<file path="src/rtl/nv_nvdla_hls_sat_arb.sv">
// rtl/nv_nvdla_hls_sat_arb.sv - two-requester round-robin arbiter sharing one signed saturation stage
module nv_nvdla_hls_sat_arb #(
  parameter int IN_WIDTH  = 49,
  parameter int OUT_WIDTH = 32,
  parameter int CNT_WIDTH = 32
) (
  input  logic                 nvdla_core_clk,
  input  logic                 nvdla_core_rstn,
  input  logic                 req0_pvld,
  output logic                 req0_prdy,
  input  logic [IN_WIDTH-1:0]  req0_pd,
  input  logic                 req1_pvld,
  output logic                 req1_prdy,
  input  logic [IN_WIDTH-1:0]  req1_pd,
  output logic                 out_pvld,
  input  logic                 out_prdy,
  output logic [OUT_WIDTH-1:0] out_pd,
  output logic                 out_src,
  output logic                 out_sat,
  input  logic                 sat_cnt_clr,
  output logic [CNT_WIDTH-1:0] sat_cnt0,
  output logic [CNT_WIDTH-1:0] sat_cnt1
);

  localparam int HI_WIDTH = IN_WIDTH - OUT_WIDTH;
  localparam logic [CNT_WIDTH-1:0] CNT_MAX = {CNT_WIDTH{1'b1}};
  localparam logic [CNT_WIDTH-1:0] CNT_ONE = {{(CNT_WIDTH-1){1'b0}}, 1'b1};

  logic                 last_gnt;
  logic                 pipe_rdy;
  logic                 any_vld;
  logic                 gnt;
  logic                 accept;
  logic [IN_WIDTH-1:0]  sel_pd;
  logic                 sign;
  logic [HI_WIDTH-1:0]  hi_bits;
  logic                 sat;
  logic [OUT_WIDTH-1:0] result;

  assign pipe_rdy = ~out_pvld | out_prdy;
  assign any_vld  = req0_pvld | req1_pvld;

  // Contention goes to whoever did not win last; otherwise the lone requester wins.
  assign gnt = (req0_pvld & req1_pvld) ? ~last_gnt : req1_pvld;

  // Gating with reset keeps both prdy low while the block is held in reset.
  assign accept    = nvdla_core_rstn & pipe_rdy & any_vld;
  assign req0_prdy = accept & ~gnt;
  assign req1_prdy = accept & gnt;

  assign sel_pd  = gnt ? req1_pd : req0_pd;
  assign sign    = sel_pd[IN_WIDTH-1];
  assign hi_bits = sel_pd[IN_WIDTH-2:OUT_WIDTH-1];
  assign sat     = (hi_bits != {HI_WIDTH{sign}});

  always_comb begin
    result = sel_pd[OUT_WIDTH-1:0];
    if (sat) begin
      result = {sign, {(OUT_WIDTH-1){~sign}}};
    end
  end

  always_ff @(posedge nvdla_core_clk or negedge nvdla_core_rstn) begin
    if (!nvdla_core_rstn) begin
      last_gnt <= 1'b1;
      out_pvld <= 1'b0;
      out_pd   <= '0;
      out_src  <= 1'b0;
      out_sat  <= 1'b0;
    end else begin
      if (accept) begin
        last_gnt <= gnt;
        out_pvld <= 1'b1;
        out_pd   <= result;
        out_src  <= gnt;
        out_sat  <= sat;
      end else if (out_prdy) begin
        out_pvld <= 1'b0;
      end
    end
  end

  // Event counters stick at all-ones; a clear drops any same-cycle event.
  always_ff @(posedge nvdla_core_clk or negedge nvdla_core_rstn) begin
    if (!nvdla_core_rstn) begin
      sat_cnt0 <= '0;
      sat_cnt1 <= '0;
    end else if (sat_cnt_clr) begin
      sat_cnt0 <= '0;
      sat_cnt1 <= '0;
    end else if (accept && sat) begin
      if (!gnt && sat_cnt0 != CNT_MAX) begin
        sat_cnt0 <= sat_cnt0 + CNT_ONE;
      end
      if (gnt && sat_cnt1 != CNT_MAX) begin
        sat_cnt1 <= sat_cnt1 + CNT_ONE;
      end
    end
  end

endmodule
</file>
<file path="config.mk">
export PLATFORM = sky130hd
export DESIGN_NAME = nv_nvdla_hls_sat_arb
export DESIGN_NICKNAME = d
export VERILOG_FILES = /design/src/rtl/nv_nvdla_hls_sat_arb.sv
export SDC_FILE = /design/constraint.sdc
export NUM_CORES = 1
export LEC_CHECK = 0
export ABC_AREA = 0
export CAP_MARGIN = 20
export CORE_MARGIN = 4
export CORE_UTILIZATION = 42
export DETAILED_ROUTE_END_ITERATION = 10
export PLACE_DENSITY = 0.78
export SLEW_MARGIN = 20
export SYNTH_ARGS = -nofsm -noshare
export SYNTH_HDL_FRONTEND = slang
export SYNTH_SLANG_ARGS = --single-unit
</file>
<file path="constraint.sdc">
create_clock -name nvdla_core_clk -period 2.6 [get_ports nvdla_core_clk]
set_clock_uncertainty 0.15 [all_clocks]
set_input_delay 0.26 -clock nvdla_core_clk [delete_from_list [all_inputs] [get_ports nvdla_core_clk]]
set_output_delay 0.26 -clock nvdla_core_clk [all_outputs]
set_load 0.03 [all_outputs]
</file>
# Yosys cells after proc, flatten, opt, wreduce, memory -nomap -nowiden
# Index checks and enable logic that the tools add are counted.
[word_totals] reg_bits=100 latchBits=0 ramBits=0 rom_bits=0 in_bits=104 out_inout_bits=101 wordCells=44 mem_count=0
[classes] n_addsub=2 multipliers=0 n_div=0 order_cmp=0 n_eq_ne=3 shifts=0 mux=11 n_bitwise=11 n_reduce_logical=10
[op_table] op="2-to-1 mux 32 bit" n=7
[op_table] op="adder 32 x 1 -> 32 bit, second input constant" n=2
[op_table] op="!= test 32 bit, second input constant" n=2
[op_table] op="2-to-1 mux 49 bit" n=1
[op_table] op="!= test 17 bit" n=1
[op_table] op="nonzero test 2 bit" n=4
[op_table] op="bitwise AND 1 bit" n=5
[op_table] op="inverter 1 bit" n=4
[op_table] op="AND reduction 2 bit" n=2
[op_table] op="logical AND 1 bit" n=3
[op_table] op="2-to-1 mux 1 bit" n=3
[op_table] op="OR 1 bit" n=2
[op_table] op="zero test 1 bit" n=1

# Depth between registers and ports, before layout
[depth] depth_word=7 depth_mapped=10 ltp_nobuf=8

# Worst setup path before layout
# No wires, ideal clock.
[synth_path] path_kind="register -> register" from="reg out_pvld" to="reg sat_cnt0[27]" setup_time_ns=0.128 t_arrival_ns=2.488 t_required_ns=2.322 slack_ns=-0.166 path_stages_with_launch=10 synth_period_minus_slack_ns=2.766 cell_sequence="dfrtp_1 > nand2b_1 > nand2b_1 > clkbuf_1 > nor2_1 > a21boi_1 > o21ai_4 > buf_6 > nor4_1 > mux2_1"
[synth_between] elab_chain_cells=7
[synth_rtl] element="start, declared" line="15" source="output logic out_pvld,"
[synth_rtl] element="start signal, assigned" line="66" source="out_pvld <= 1'b0;"
[synth_rtl] element="start signal, assigned" line="73" source="out_pvld <= 1'b1;"
[synth_rtl] element="start signal, assigned" line="78" source="out_pvld <= 1'b0;"
[synth_rtl] element="inverter 1 bit" line="40" source="assign pipe_rdy = ~out_pvld | out_prdy;"
[synth_rtl] element="OR 1 bit" line="40"
[synth_rtl] element="bitwise AND 1 bit (2 in a row)" line="47" source="assign accept = nvdla_core_rstn & pipe_rdy & any_vld;"
[synth_rtl] element="logical AND 1 bit" line="91" source="end else if (accept && sat) begin"
[synth_rtl] element="nonzero test 2 bit (no line)"
[synth_rtl] element="AND reduction 2 bit (no line)"
[synth_rtl] element="end signal, assigned" line="93" source="sat_cnt0 <= sat_cnt0 + CNT_ONE;"
[synth_rtl] element="end, declared" line="21" source="output logic [CNT_WIDTH-1:0] sat_cnt0,"
# Every way passes these cells.
# A chain may end at the register's enable or synchronous reset.

# Worst setup path in the final report
[layout_path] from="reg last_gnt" to="reg sat_cnt0[26]"
[layout_between] elab_chain_cells=7 elab_cells_between_ends=10 classes_between="1 x eq/ne; 2 x mux; 1 x bitwise; 6 x reduce/logical"
[layout_rtl] element="start, declared" line="29" source="logic last_gnt;"
[layout_rtl] element="start signal, assigned" line="72" source="last_gnt <= gnt;"
[layout_rtl] element="inverter 1 bit *" line="44" source="assign gnt = (req0_pvld & req1_pvld) ? ~last_gnt : req1_pvld;"
[layout_rtl] element="2-to-1 mux 1 bit *" line="44"
[layout_rtl] element="2-to-1 mux 49 bit" line="51" source="assign sel_pd = gnt ? req1_pd : req0_pd;"
[layout_rtl] element="!= test 17 bit" line="54" source="assign sat = (hi_bits != {HI_WIDTH{sign}});"
[layout_rtl] element="logical AND 1 bit" line="91"
[layout_rtl] element="nonzero test 2 bit (no line)"
[layout_rtl] element="AND reduction 2 bit (no line) *"
# Every way passes the cells marked *; elsewhere a longest branch is shown, timed or not.

==> flow_metrics.py <==
metrics = {
    "worst_setup_path": {
        "timing.critical_path.slowest_stage_cell": "sky130_fd_sc_hd__dfstp_2",
        "start_kind": "flip-flop",
        "timing.critical_path.max_delay_family": "compound AO/OA/AOI/OAI gates",
        "flop2flop_setup_slack_ns": -0.18,
        "setup.worst_path.end_class": "flip-flop",
        "crit_cells": 10,
        "timing.reg2reg.worst_path_depth": 10,
        "timing.setup.critical_path_class": "reg2reg",
        "timing.critical_path.fanout_max": 8,
        "regToRegStartpoint": "last_gnt$_DFFE_PN1P_",
        "critical_path.cell_chain": "a21bo_2 > buf_6 > nand4_1 > a221o_1 > a221o_4 > o21ai_4 > buf_12 > buf_4 > nor4_4 > mux2_4",
        "cp.buffers_inverters": 3,
        "timing.rr.end": "sat_cnt0[26]$_DFFE_PN0P_",
        "cp.arrival_ns": 2.86,
        "critical-path-max-stage-delay_ns": 0.53,
        "required_arrival_time_at_the_worst_endpoint_ns": 2.68,
    },
    "logic_synthesis": {
        "async_flop_share_pct": 100,
        "synth_nets": 817,
        "synth_seq_area_share_pct": 41.9,
        "synth.top_cells.by_count": "115 x sky130_fd_sc_hd__nor2_1, 99 x sky130_fd_sc_hd__dfrtp_1, 64 x sky130_fd_sc_hd__nand2_1",
        "synth_enable_flop_cells": 0,
        "synth.cell_area_um2": 5980,
        "synthMostInstantiatedCell": "sky130_fd_sc_hd__nor2_1",
        "ys_ff_latch": 100,
        "synthDistinctLibCells": 51,
        "yosysWarningCount": 0,
        "leading_cell_types_by_total_area_after_synthesis": "sky130_fd_sc_hd__dfrtp_1 41%, sky130_fd_sc_hd__nor2_1 7.2%, sky130_fd_sc_hd__mux2i_1 5.7%, sky130_fd_sc_hd__o21ai_0 4.6%, sky130_fd_sc_hd__a21oi_1 4.4%",
        "synthesis.instances": 711,
        "synth-main-ff-cell": "sky130_fd_sc_hd__dfrtp_1",
        "avgSynthCellArea_um2": 8.41,
        "synth_largest_type_area_fraction_pct": 41.4,
        "synth_largest_area_cell": "sky130_fd_sc_hd__dfrtp_1",
    },
    "final_layout": {
        "antenna_cells": 0,
        "area_delta_synth_final_pct": 54.0,
        "drive_above_1_share_pct": 14.2,
        "final_cell_area_um2": 9210,
        "nets": 1063,
    },
    "timing": {
        "period_needed_ns": 2.78,
        "finalMaxSlewViolations": 0,
        "timing.max_slew.rel_slack_pct": 36.1,
        "worst-slew-pin-transition_ns": 0.959,
        "setup_repair_after_global_routing_missed_its_margin": "true",
        "setup_viol_count_final": 92,
        "maxClockFrequency_ghz": 0.359,
        "hold-worst-slack_ns": 0.237,
        "finalCritPeriodShare_pct": 107,
        "tns_ns": -8.01,
        "hold_viol_final": 0,
        "final.setup.worst_slack_ns": -0.183,
    },
    "grt": {
        "global_route.overflow_total": 0,
        "first_global_vias": 5779,
        "grt_max_degree": 65,
        "groute.usage.overall_pct": 22.0,
        "grt_pass1_wl_um": 29300,
        "grt_antenna_before_repair": 0,
    },
    "power": {
        "p_leak_nw": 3.76,
        "fin_total_pwr_mw": 4.09,
        "power.ir.vdd_worst_uv": 308,
        "cellPowerDensity_nw_per_um2": 445,
    },
    "detailed_routing": {
        "finalWirelength_um": 18700,
        "detailedRoute.firstIterationViolations": 358,
        "route.vias.total": 6278,
        "detail-route-antenna-nets": 0,
        "vias_per_cell": 5.51,
        "dr.pass1.iters": 5,
        "routedWlPerCell_um": 16.4,
        "number_of_design_rule_violations_left_after_detail_routing": 0,
    },
    "die": {
        "chipWidth_um": 127,
        "start_util_pct": 42.9,
        "top_level_i_o_count": 205,
        "core_area_um2": 13900,
        "row_count": 43,
        "dieArea_um2": 16200,
        "die_y_um": 127,
    },
    "clock_tree": {
        "cts_sinks": 100,
        "cts_made_buffers": 9,
        "worst_setup_hold_path_clk_slew_ns": 0.07,
        "ctsRootBufferMaster": "sky130_fd_sc_hd__clkbuf_16",
        "tritoncts": "built",
        "clkLatencyLatePin_ns": 0.34,
        "ctsLongestPathBuffers": 2,
        "cts_htree_levels": 3,
    },
    "placement": {
        "place_congestion": 0.859,
        "place_area_um2": 8540,
        "post-place-ws_ns": -0.520,
        "io_buffers": 204,
        "hpwl_after_detailed_placement_um": 13200,
    },
    "job": {
        "timing.max_cap.violations": 0,
    },
    "min_path": {
        "hold-path-endpoint": "out_pvld$_DFFE_PN0P_",
        "min-delay-path-class": "in2reg",
        "holdCritStartpoint": "nvdla_core_rstn",
        "timing.hold.worst_path_depth": 4,
    },
    "run_status": {
        "run_status": "finished with violations",
        "violations": "setup timing",
    },
}
tightest hold or removal path: stages:
cell,delay (ns)
sky130_fd_sc_hd__buf_4,0.12
sky130_fd_sc_hd__o21ai_0,0.13
sky130_fd_sc_hd__buf_4,0.13
sky130_fd_sc_hd__nand2_1,0.04
per-stage QoR:
stage                     utilization (%)  instances
after CTS                            65.4       1138
after detailed placement             61.3       1112
after global placement               61.3       1112
final                                66.1       1139
after global routing                 66.1       1139
after floorplan                         -        711
final cells by class:
cell class | count | area [µm²]
inverter | 15 | 56.3
clock inverter | 2 | 38.8
multi-input combinational | 550 | 3340
sequential | 100 | 2500
timing repair buffer | 281 | 2810
tap | 180 | 225
fill | 1196 | 4730
clock buffer | 11 | 233
worst max path at each step:
stage | from | slack [ns] | to
2_1_floorplan | last_gnt$_DFFE_PN1P_ | -0.03 | sat_cnt0[28]$_DFFE_PN0P_
3_3_place_gp | req0_pvld | -0.48 | sat_cnt0[1]$_DFFE_PN0P_
3_5_place_dp | req0_pvld | -0.52 | sat_cnt0[1]$_DFFE_PN0P_
4_1_cts | last_gnt$_DFFE_PN1P_ | -0.13 | sat_cnt0[11]$_DFFE_PN0P_
5_1_grt | last_gnt$_DFFE_PN1P_ | -0.25 | sat_cnt0[26]$_DFFE_PN0P_
6_report | last_gnt$_DFFE_PN1P_ | -0.18 | sat_cnt0[26]$_DFFE_PN0P_
cells in the final DEF, fill, tap and decap left out, drive strengths merged, types with 2 or more instances in the layout:
cell           synthesis  layout
nand4                 16      16
buf                   15      79
dlymetal6s2s           0       7
ha                     2       2
and4                   5       5
dlygate4sd2            0       3
a2111o                 2       2
inv                   15      15
a21oi                 53      53
nor4                   7       7
o31ai                 23      23
or3                   31      31
a21o                   3       3
o21ai                 70      70
a21boi                 2       2
clkbuf                31      12
mux2                   6       6
a222oi                 2       2
a211oi                 2       2
nor2b                  9       9
nor3                   4       4
xor2                   4       4
xnor2                  2       2
dfrtp                 99      99
nand2b                 6       6
o211ai                 3       3
and3                  20      20
nand2                 64      64
a221o                  4       4
nand3                 27      27
clkdlybuf4s50          0     190
or4                   25      25
nor2                 116     116
mux2i                 34      34
routing by layer:
metal | part of all wire (%) | track usage, %
met4 | 1.2 | 5.80
met1 | 44 | 30.4
met5 | 0 | 0
met2 | 48 | 35.8
met3 | 7.1 | 4.10
power breakdown:
group	internal, mW	switching, mW
logic	0.493	0.588
registers	1.66	0.0559
clock network	0.734	0.565
state kept, by name, indices dropped and copies added, names as in the netlist:
name / count
sat_cnt0: 32
out_src: 1
out_sat: 1
out_pd: 32
last_gnt: 1
out_pvld: 1
sat_cnt1: 32
logic make-up after synthesis:
logic type      count (synthesis)  synth area share [%]
compound gates                170                  17.5
xor+xnor                        6                 0.879
fa+ha+maj                       2                 0.419
buf+inv                        61                  5.06
flops                         100                  41.9
mux                            40                  6.82
simple gates                  332                  27.5
what timing repair did:
item	CTS	global route
hold endpoints to repair	40	0
gates cloned	3	1
resized for setup	68	33
buffers inserted	9	3
pin swaps	46	18
hold buffers	1	0
endpoints found under the setup margin	92	95
No activity file was read; power rests on OpenSTA's default activity.
